===== config.mk =====
export PLATFORM = sky130hd
export DESIGN_NAME = lsu_ctrl
export DESIGN_NICKNAME = d
export VERILOG_FILES = /design/src/rtl/riscv_pkg.sv /design/src/rtl/lsu_store_align.sv /design/src/rtl/lsu_ctrl.sv
export SDC_FILE = /design/constraint.sdc
export NUM_CORES = 1
export LEC_CHECK = 0
export ABC_CLOCK_PERIOD_IN_PS = 1500
export CORE_ASPECT_RATIO = 0.9
export CORE_UTILIZATION = 37
export CTS_CLUSTER_SIZE = 10
export DETAILED_ROUTE_END_ITERATION = 16
export PLACE_DENSITY = 0.83
export SLEW_MARGIN = 30
export SYNTH_ARGS = -nofsm -noshare
export SYNTH_HDL_FRONTEND = slang
export SYNTH_SLANG_ARGS = --single-unit

===== constraint.sdc =====
create_clock -name clk -period 1.5 [get_ports clk]
set_clock_uncertainty 0.1 [all_clocks]
set_input_delay 0.375 -clock clk [delete_from_list [all_inputs] [get_ports clk]]
set_output_delay 0.375 -clock clk [all_outputs]
set_load 0.01 [all_outputs]

===== src/rtl/riscv_pkg.sv =====
// Shared RISC-V load/store encodings plus the LSU sequencer state type.
// Also holds the funct3 legality check used at the request handshake.
package riscv_pkg;

   localparam logic [2:0] FUNCT3_B  = 3'b000;
   localparam logic [2:0] FUNCT3_H  = 3'b001;
   localparam logic [2:0] FUNCT3_W  = 3'b010;
   localparam logic [2:0] FUNCT3_BU = 3'b100;
   localparam logic [2:0] FUNCT3_HU = 3'b101;

   typedef enum logic [1:0] {
      LSU_IDLE = 2'd0,
      LSU_REQ  = 2'd1,
      LSU_WAIT = 2'd2,
      LSU_RESP = 2'd3
   } lsu_state_t;

   // Unsigned variants only make sense for loads.
   function automatic logic funct3_legal(input logic [2:0] funct3, input logic we);
      logic ok;
      case (funct3)
         FUNCT3_B, FUNCT3_H, FUNCT3_W: ok = 1'b1;
         FUNCT3_BU, FUNCT3_HU:         ok = ~we;
         default:                      ok = 1'b0;
      endcase
      return ok;
   endfunction

endpackage


===== src/rtl/lsu_store_align.sv =====
// Combinational store lane steering: byte enables, replicated write data
// and alignment check for an access size and byte offset.
module lsu_store_align
   import riscv_pkg::*;
(
   input  logic [1:0]  size,
   input  logic [1:0]  off,
   input  logic [31:0] wdata,
   output logic [3:0]  be,
   output logic [31:0] wdata_rep,
   output logic        misaligned
);

   // Decode size (funct3[1:0]) into lanes; unknown size yields no lanes.
   always_comb begin
      be         = 4'b0000;
      wdata_rep  = 32'h0000_0000;
      misaligned = 1'b0;
      case (size)
         2'b00: begin
            be        = 4'b0001 << off;
            wdata_rep = {4{wdata[7:0]}};
         end
         2'b01: begin
            be         = 4'b0011 << {off[1], 1'b0};
            wdata_rep  = {2{wdata[15:0]}};
            misaligned = off[0];
         end
         2'b10: begin
            be         = 4'b1111;
            wdata_rep  = wdata;
            misaligned = (off != 2'b00);
         end
         default: begin
            be         = 4'b0000;
            wdata_rep  = 32'h0000_0000;
            misaligned = 1'b0;
         end
      endcase
   end

endmodule


===== src/rtl/lsu_ctrl.sv =====
// Load/store sequencer between the MEM stage and a req/gnt/rvalid memory port.
// One access in flight; raw load word is returned for downstream slicing.
module lsu_ctrl
   import riscv_pkg::*;
#(
   parameter int unsigned TIMEOUT_CYC = 255
)
(
   input  logic        clk,
   input  logic        rst_n,
   input  logic        req_valid_i,
   output logic        req_ready_o,
   input  logic        req_we_i,
   input  logic [2:0]  req_funct3_i,
   input  logic [31:0] req_addr_i,
   input  logic [31:0] req_wdata_i,
   output logic        mem_req_o,
   output logic        mem_we_o,
   output logic [31:0] mem_addr_o,
   output logic [3:0]  mem_be_o,
   output logic [31:0] mem_wdata_o,
   input  logic        mem_gnt_i,
   input  logic        mem_rvalid_i,
   input  logic [31:0] mem_rdata_i,
   output logic        rsp_valid_o,
   output logic        rsp_err_o,
   output logic [31:0] rsp_rdata_o,
   output logic [1:0]  rsp_dsel_o,
   output logic [2:0]  rsp_funct3_o
);

   lsu_state_t  state_r, state_nxt_s;
   logic [7:0]  cnt_r;
   logic        we_r, err_r;
   logic [31:0] addr_r, wdata_r, rdata_r;
   logic [3:0]  be_r;
   logic [1:0]  dsel_r;
   logic [2:0]  funct3_r;

   logic [3:0]  be_s;
   logic [31:0] wdata_rep_s;
   logic        misaligned_s, hs_s, bad_s, timeout_s;

   lsu_store_align u_align (
      .size       (req_funct3_i[1:0]),
      .off        (req_addr_i[1:0]),
      .wdata      (req_wdata_i),
      .be         (be_s),
      .wdata_rep  (wdata_rep_s),
      .misaligned (misaligned_s)
   );

   assign hs_s      = req_valid_i & (state_r == LSU_IDLE);
   assign bad_s     = ~funct3_legal(req_funct3_i, req_we_i) | misaligned_s;
   // Fires on the last permitted WAIT cycle so WAIT lasts exactly TIMEOUT_CYC cycles.
   assign timeout_s = (cnt_r == 8'(TIMEOUT_CYC - 32'd1));

   // State register.
   always_ff @(posedge clk or negedge rst_n) begin
      if (!rst_n) state_r <= LSU_IDLE;
      else        state_r <= state_nxt_s;
   end

   // Next-state decode.
   always_comb begin
      state_nxt_s = state_r;
      case (state_r)
         LSU_IDLE: begin
            if (hs_s) state_nxt_s = bad_s ? LSU_RESP : LSU_REQ;
            else      state_nxt_s = LSU_IDLE;
         end
         LSU_REQ: begin
            if (mem_gnt_i) state_nxt_s = we_r ? LSU_RESP : LSU_WAIT;
            else           state_nxt_s = LSU_REQ;
         end
         LSU_WAIT: begin
            if (mem_rvalid_i || timeout_s) state_nxt_s = LSU_RESP;
            else                           state_nxt_s = LSU_WAIT;
         end
         LSU_RESP: state_nxt_s = LSU_IDLE;
         default:  state_nxt_s = LSU_IDLE;
      endcase
   end

   // WAIT-cycle counter, held at zero in every other state.
   always_ff @(posedge clk or negedge rst_n) begin
      if (!rst_n)                    cnt_r <= 8'd0;
      else if (state_r == LSU_WAIT)  cnt_r <= cnt_r + 8'd1;
      else                           cnt_r <= 8'd0;
   end

   // Access latch at handshake and response capture in WAIT.
   always_ff @(posedge clk or negedge rst_n) begin
      if (!rst_n) begin
         we_r     <= 1'b0;
         addr_r   <= 32'h0000_0000;
         be_r     <= 4'b0000;
         wdata_r  <= 32'h0000_0000;
         dsel_r   <= 2'b00;
         funct3_r <= 3'b000;
         err_r    <= 1'b0;
         rdata_r  <= 32'h0000_0000;
      end else if (hs_s) begin
         we_r     <= req_we_i;
         addr_r   <= {req_addr_i[31:2], 2'b00};
         be_r     <= req_we_i ? be_s : 4'b1111;
         wdata_r  <= req_we_i ? wdata_rep_s : 32'h0000_0000;
         dsel_r   <= req_addr_i[1:0];
         funct3_r <= req_funct3_i;
         err_r    <= bad_s;
         rdata_r  <= 32'h0000_0000;
      end else if (state_r == LSU_WAIT) begin
         if (mem_rvalid_i) begin
            rdata_r <= mem_rdata_i;
            err_r   <= 1'b0;
         end else if (timeout_s) begin
            err_r   <= 1'b1;
         end
      end
   end

   assign req_ready_o  = (state_r == LSU_IDLE);
   assign mem_req_o    = (state_r == LSU_REQ);
   assign rsp_valid_o  = (state_r == LSU_RESP);
   assign mem_we_o     = we_r;
   assign mem_addr_o   = addr_r;
   assign mem_be_o     = be_r;
   assign mem_wdata_o  = wdata_r;
   assign rsp_err_o    = err_r;
   assign rsp_rdata_o  = rdata_r;
   assign rsp_dsel_o   = dsel_r;
   assign rsp_funct3_o = funct3_r;

endmodule


Word-level counts from Yosys, hierarchy flattened
Index checks and enable logic that the tools add are counted.
{ "word_totals": {"reg_bits": 115, "ramBits": 0, "n_memories": 0, "latch_bits": 0, "mem_bits_ro": 0, "word_cells": 59} }
{ "op_classes": {"multipliers": 0, "shifts": 2, "eq_ne": 10, "n_addsub": 1, "div_mod_pow": 0, "n_reduce_logical": 12, "muxes": 20, "bitwise_logic": 4, "magnitude_cmp": 0} }
{ "ops": {"columns": ["operator", "n"], "rows": [
  ["$mux W32", 4],
  ["$pmux W32 S3", 1],
  ["$pmux W4 S3", 1],
  ["$add A8 B1 Y8 const B", 1],
  ["$eq A8 B8 Y1 const B", 1],
  ["$mux W8", 1],
  ["$pmux W2 S4", 1],
  ["$eq A2 B2 Y1 const B", 3],
  ["$eq A3 B3 Y1 const B", 2],
  ["$mux W1", 6],
  ["$mux W2", 3],
  ["$reduce_bool A2 Y1", 3],
  ["$eq A2 B1 Y1 const B", 2],
  ["$logic_not A2 Y1", 2],
  ["$mux W4", 1],
  ["$pmux W1 S2", 2],
  ["$reduce_and A2 Y1", 2],
  ["$shl A1 B2 Y4 const A", 1],
  ["$shl A2 B2 Y4 const A", 1],
  ["$eq A3 B1 Y1 const B", 1],
  ["$eq A3 B2 Y1 const B", 1],
  ["$logic_not A3 Y1", 1],
  ["$reduce_bool A3 Y1", 1],
  ["$reduce_or A3 Y1", 1],
  ["5 further kinds", 6]
]} }

Depth between registers and ports, before layout
{ "logic_depth": {"ltp_word": 8, "ltp_mapped": 7} }

By module
Synthesis repeated with hierarchy kept, for this count alone.
{ "unflattened": {"cells_unflattened": 615, "hier_area_um2": 5340.1} }
{ "modules_own_cells": {"columns": ["module", "area_each_um2", "instances", "cells_per_inst"], "rows": [
  ["lsu_ctrl", 4755.8, 1, 513],
  ["lsu_store_align", 584.3, 1, 102]
]} }

Least setup slack after synthesis
OpenSTA, ideal clock, no wires.
{ "synth_timing": {"path_kind": "register -> register", "start": "register state_r[0]", "end": "register we_r, in the netlist mem_we_o", "path_buffers": 4, "synth_period_minus_slack_ps": 1610, "stages_incl_launch_ff": 8, "t_arrival_ps": 1393, "setup_ps": 117, "required_ps": 1283, "path_slack_ps": -110, "cell_sequence": "dfrtp_1 -> buf_2 -> or3b_1 -> clkbuf_1 -> buf_2 -> buf_2 -> nand2_1 -> nand2_1"} }
{ "synth_via": {"elab_chain_len": 2} }
{ "synth_rtl": {"columns": ["element", "line", "text"], "rows": [
  ["from (decl)", "lsu_ctrl.sv:32", "lsu_state_t state_r, state_nxt_s;"],
  ["from (signal assigned)", "lsu_ctrl.sv:61", "else state_r <= state_nxt_s;"],
  ["$logic_not A2 Y1", "lsu_ctrl.sv:53", "assign hs_s = req_valid_i & (state_r == LSU_IDLE);"],
  ["$and A1 B1 Y1", "lsu_ctrl.sv:53", null],
  ["to (signal assigned)", "lsu_ctrl.sv:104", "we_r <= req_we_i;"],
  ["to (decl)", "lsu_ctrl.sv:34", "logic we_r, err_r;"]
]} }
Every way passes these cells.
A chain may end at the register's enable or synchronous reset.

Final worst setup path
{ "layout_timing": {"start": "register state_r[0]", "end": "register dsel_r[0], in the netlist rsp_dsel_o[0]"} }
{ "layout_via": {"elab_chain_len": 2} }
{ "layout_rtl": {"columns": ["element", "line", "text"], "rows": [
  ["$logic_not A2 Y1", "lsu_ctrl.sv:53", null],
  ["$and A1 B1 Y1", "lsu_ctrl.sv:53", null],
  ["to (signal assigned)", "lsu_ctrl.sv:108", "dsel_r <= req_addr_i[1:0];"],
  ["to (decl)", "lsu_ctrl.sv:37", "logic [1:0] dsel_r;"]
]} }
Every way passes these cells.

==> metrics.md <==
| Metric | Value |
|---|---|
| Vias | `~4700` |
| CP bufs+invs | `4` |
| Dpl cells | `just over 800` |
| Critical path depth | `7` |
| Min Tclk post-route | `about 1.8 ns` |
| Post-synth EDFFs | `0` |
| Clock Latency Late Sink | `slightly above 0.4 ns` |
| Status | `finished with violations` |
| FFs w/ async S/R, synth | `1.00` |
| LEAKAGE | `a little over 4 nW` |
| Flop2flop setup slack | `-0.27 ns` |
| Layout cells sized above 1 | `0.372` |
| Routed Antenna Nets | `0` |
| Slew Viols, Final | `0` |
| Synth Area per Inst | `between 10 and 15 um2` |
| Kind of critical path | `reg -> reg` |
| Yosys reg bits | `115` |
| Max_cap viols | `0` |
| Die X | `120 um` |
| Per-cell routed wire length | `slightly below 20 um` |
| Initial antenna violation count | `1` |
| Top cell type's share of synthesized area | `0.615` |
| CP Cell Sequence | `buf_6 -> or3b_4 -> buf_12 -> buf_4 -> buf_16 -> nand2_1 -> o21ai_0` |
| Clk pwr share | `0.260` |
| Nets | `approximately 840` |
| Hold crit path type | `in -> async` |
| Final hold vios | `0` |
| I/O Buffers | `212` |
| Initial Utilization | `0.384` |
| 1st-pass router iterations | `5` |
| Final Setup Violations | `between 100 and 150` |
| Synth area leader | `dfrtp_1` |
| Die H | `109 um` |
| Pin count of the biggest net entering global routing | `between 40 and 50` |
| Crit path max-delay family | `buffers and inverters` |
| Area grow syn2layout | `75.1%` |
| DP Worst Slack | `-0.765 ns` |
| Core area | `~0.012 mm2` |
| Via-to-Cell Ratio | `5.26` |
| Utilization of the core after routing | `0.673` |
| Startpoint types | `flop` |
| GRT overflow | `0` |
| Final Power | `roughly 16 mW` |
| # H-tree levels | `4` |
| Data arrival, critical path | `approximately 2.0 ns` |
| Sequential fraction of the synthesis area | `0.615` |
| R2R depth | `7` |
| Top post-synthesis cells by area | `dfrtp_1 62%, nand2_1 10%, a22o_1 9.0%, a21oi_1 2.6%, o21ai_1 2.1%` |
| Final cell count without fillers | `900` |
| Vias in the first global route | `5034` |
| Filler cells | `between 800 and 900` |
| Sinks on Clock Net | `115` |
| Detailed Place HPWL | `a little over 10000 um` |
| Crit-path slowest cell | `dfrtp_2` |
| # DRC | `0` |
| Dominant synthesized flop cell | `dfrtp_1` |
| Most numerous cell in the Yosys netlist | `nand2_1` |
| Combinational Power Share | `0.410` |
| Yosys cell types | `35` |
| Seq pwr share | `0.330` |
| Fmax achieved | `566 MHz` |
| Overall routing resource usage | `0.261` |
| Pint | `between 10 and 15 mW` |
| Violated checks | `setup timing` |
| P_sw | `~5.5 mW` |
| Mapped Area | `roughly 0.0047 mm2` |
| CP max stage delay | `~0.44 ns` |
| Reg clk slew, reported paths | `around 0.05 ns` |
| Power Density | `1940 mW/mm2` |
| Multi-input gate area | `~0.002 mm2` |
| Routability congestion estimate | `approximately 0.8` |
| Max Buffers Root-to-Sink | `2` |
| CP endpoint kind | `flop` |
| Total negative slack | `-15.68 ns` |
| CP Max Fanout | `7` |
| FP Rows | `38` |
| Clock buffer count from CTS | `17` |
| Worst Slack Setup Final | `-0.268 ns` |
| Global-route wire length before repair | `25800 um` |
| Fin crit share | `1.18` |
| DRT Wirelength | `around 17000 um` |
| CTS tree | `yes` |
| Drt initial violations | `approximately 400` |
| Die ar. | `0.0131 mm2` |
| Ports | `between 200 and 250` |
| Root Buffer | `clkbuf_16` |
| Switching Fraction | `0.348` |
| Sequential cell area | `~0.0029 mm2` |
| RSZ-0062 raised after global routing | `yes` |
| Critical path data required time | `between 1.5 and 2 ns` |
| Yosys warnings | `0` |
| IR drop worst, VDD | `0.855 mV` |
| Commonest cells post-synth | `128 x nand2_1, 115 x dfrtp_1, 48 x a22o_1, 24 x a21oi_1, 20 x o21ai_1` |
| Syn Inst Count | `451` |
## final timing paths
kind,from,endpoint
worst max-delay path,state_r[0],rsp_dsel_o[0]
worst min-delay path,rst_n,mem_wdata_o[26]
worst max register to register,state_r[0],rsp_dsel_o[0]
worst min register to register,mem_addr_o[5],mem_addr_o[5]
max in group asynchronous,rst_n,mem_addr_o[31]
min in group clk,req_funct3_i[0],rsp_funct3_o[0]
## routing by layer
metal | up-vias | global-route usage | share of wire
met5 | - | 0 | 0
met2 | 250 | 0.454 | 0.50
met1 | 2328 | 0.298 | 0.40
li1 | 2110 | - | -
met4 | 0 | 0.117 | 0.031
met3 | 50 | 0.0795 | 0.074
## cell families (layout without fill, tap and decap cells)
logic type,count (synthesis),count (layout),synth area share
AOI/OAI and AO/OA,121,121,0.176
buffers and inverters,36,322,0.0326
DFF,115,115,0.615
other,1,3,0.000802
and+or+nand+nor,166,167,0.148
adders and majority gates,6,6,0.0161
xor gates and xnor gates,6,6,0.0112
## through the flow
stage               instance area [um2]  hold WS, ns
floorplan                          4730      -0.0206
finish                             8190        0.299
detailed placement                 7220        0.173
CTS                                7940        0.284
global route                       8190        0.311
global placement                   7220        0.163
## sequential cells by signal, indices dropped and copies added, names as in the netlist
| signal | count |
|---|---|
| rsp_err_o | 1 |
| rsp_dsel_o | 2 |
| mem_wdata_o | 32 |
| mem_addr_o | 30 |
| state_r | 2 |
| rsp_funct3_o | 3 |
| cnt_r | 8 |
| mem_be_o | 4 |
| rsp_rdata_o | 32 |
| mem_we_o | 1 |
## cell usage in the layout, fill, tap and decap left out, drive strengths merged, types with 2 or more instances in the layout
master and n:
buf 166, nand2 128, dfrtp 115, clkdlybuf4s50 101, a22o 48, clkbuf 35
o21ai 34, a21oi 24, nor2 22, a22oi 9, inv 6, ha 6
xor2 5, clkinv 5, nand3 4, bufinv 3, o22ai 2, nand2b 2
conb 2, clkinvlp 2, dlygate4sd2 2, and4 2
## final cells by class
| type | count | share of cell area |
|---|---|---|
| Tap cell | 160 | 0.0244 |
| Sequential cell | 115 | 0.352 |
| Clock buffer | 21 | 0.0587 |
| Clock inverter | 10 | 0.0159 |
| Antenna cell | 1 | 0.000306 |
| Timing Repair Buffer | 285 | 0.308 |
| Inverter | 6 | 0.00275 |
| Multi-Input combinational cell | 302 | 0.238 |
## power groups by stage
stage	Clock (mW)	Combinational, mW	Sequential [mW]
after global placement	0	5.83	5.11
after floorplan	0	1.96	5.61
final	4.14	6.52	5.25
after global routing	4.33	6.98	5.40
after CTS	4.18	5.90	5.14
after detailed placement	0	6.06	5.15
## repair_timing
item | CTS | global route
gates cloned | 8 | 4
gates resized for setup | 471 | 71
hold buffers | 1 | 0
endpoints found under the hold margin | 13 | 0
setup buffers | 13 | 13
endpoints found under the setup margin | 214 | 128
pin swaps | 23 | 13
No activity file was read; power rests on OpenSTA's default activity.
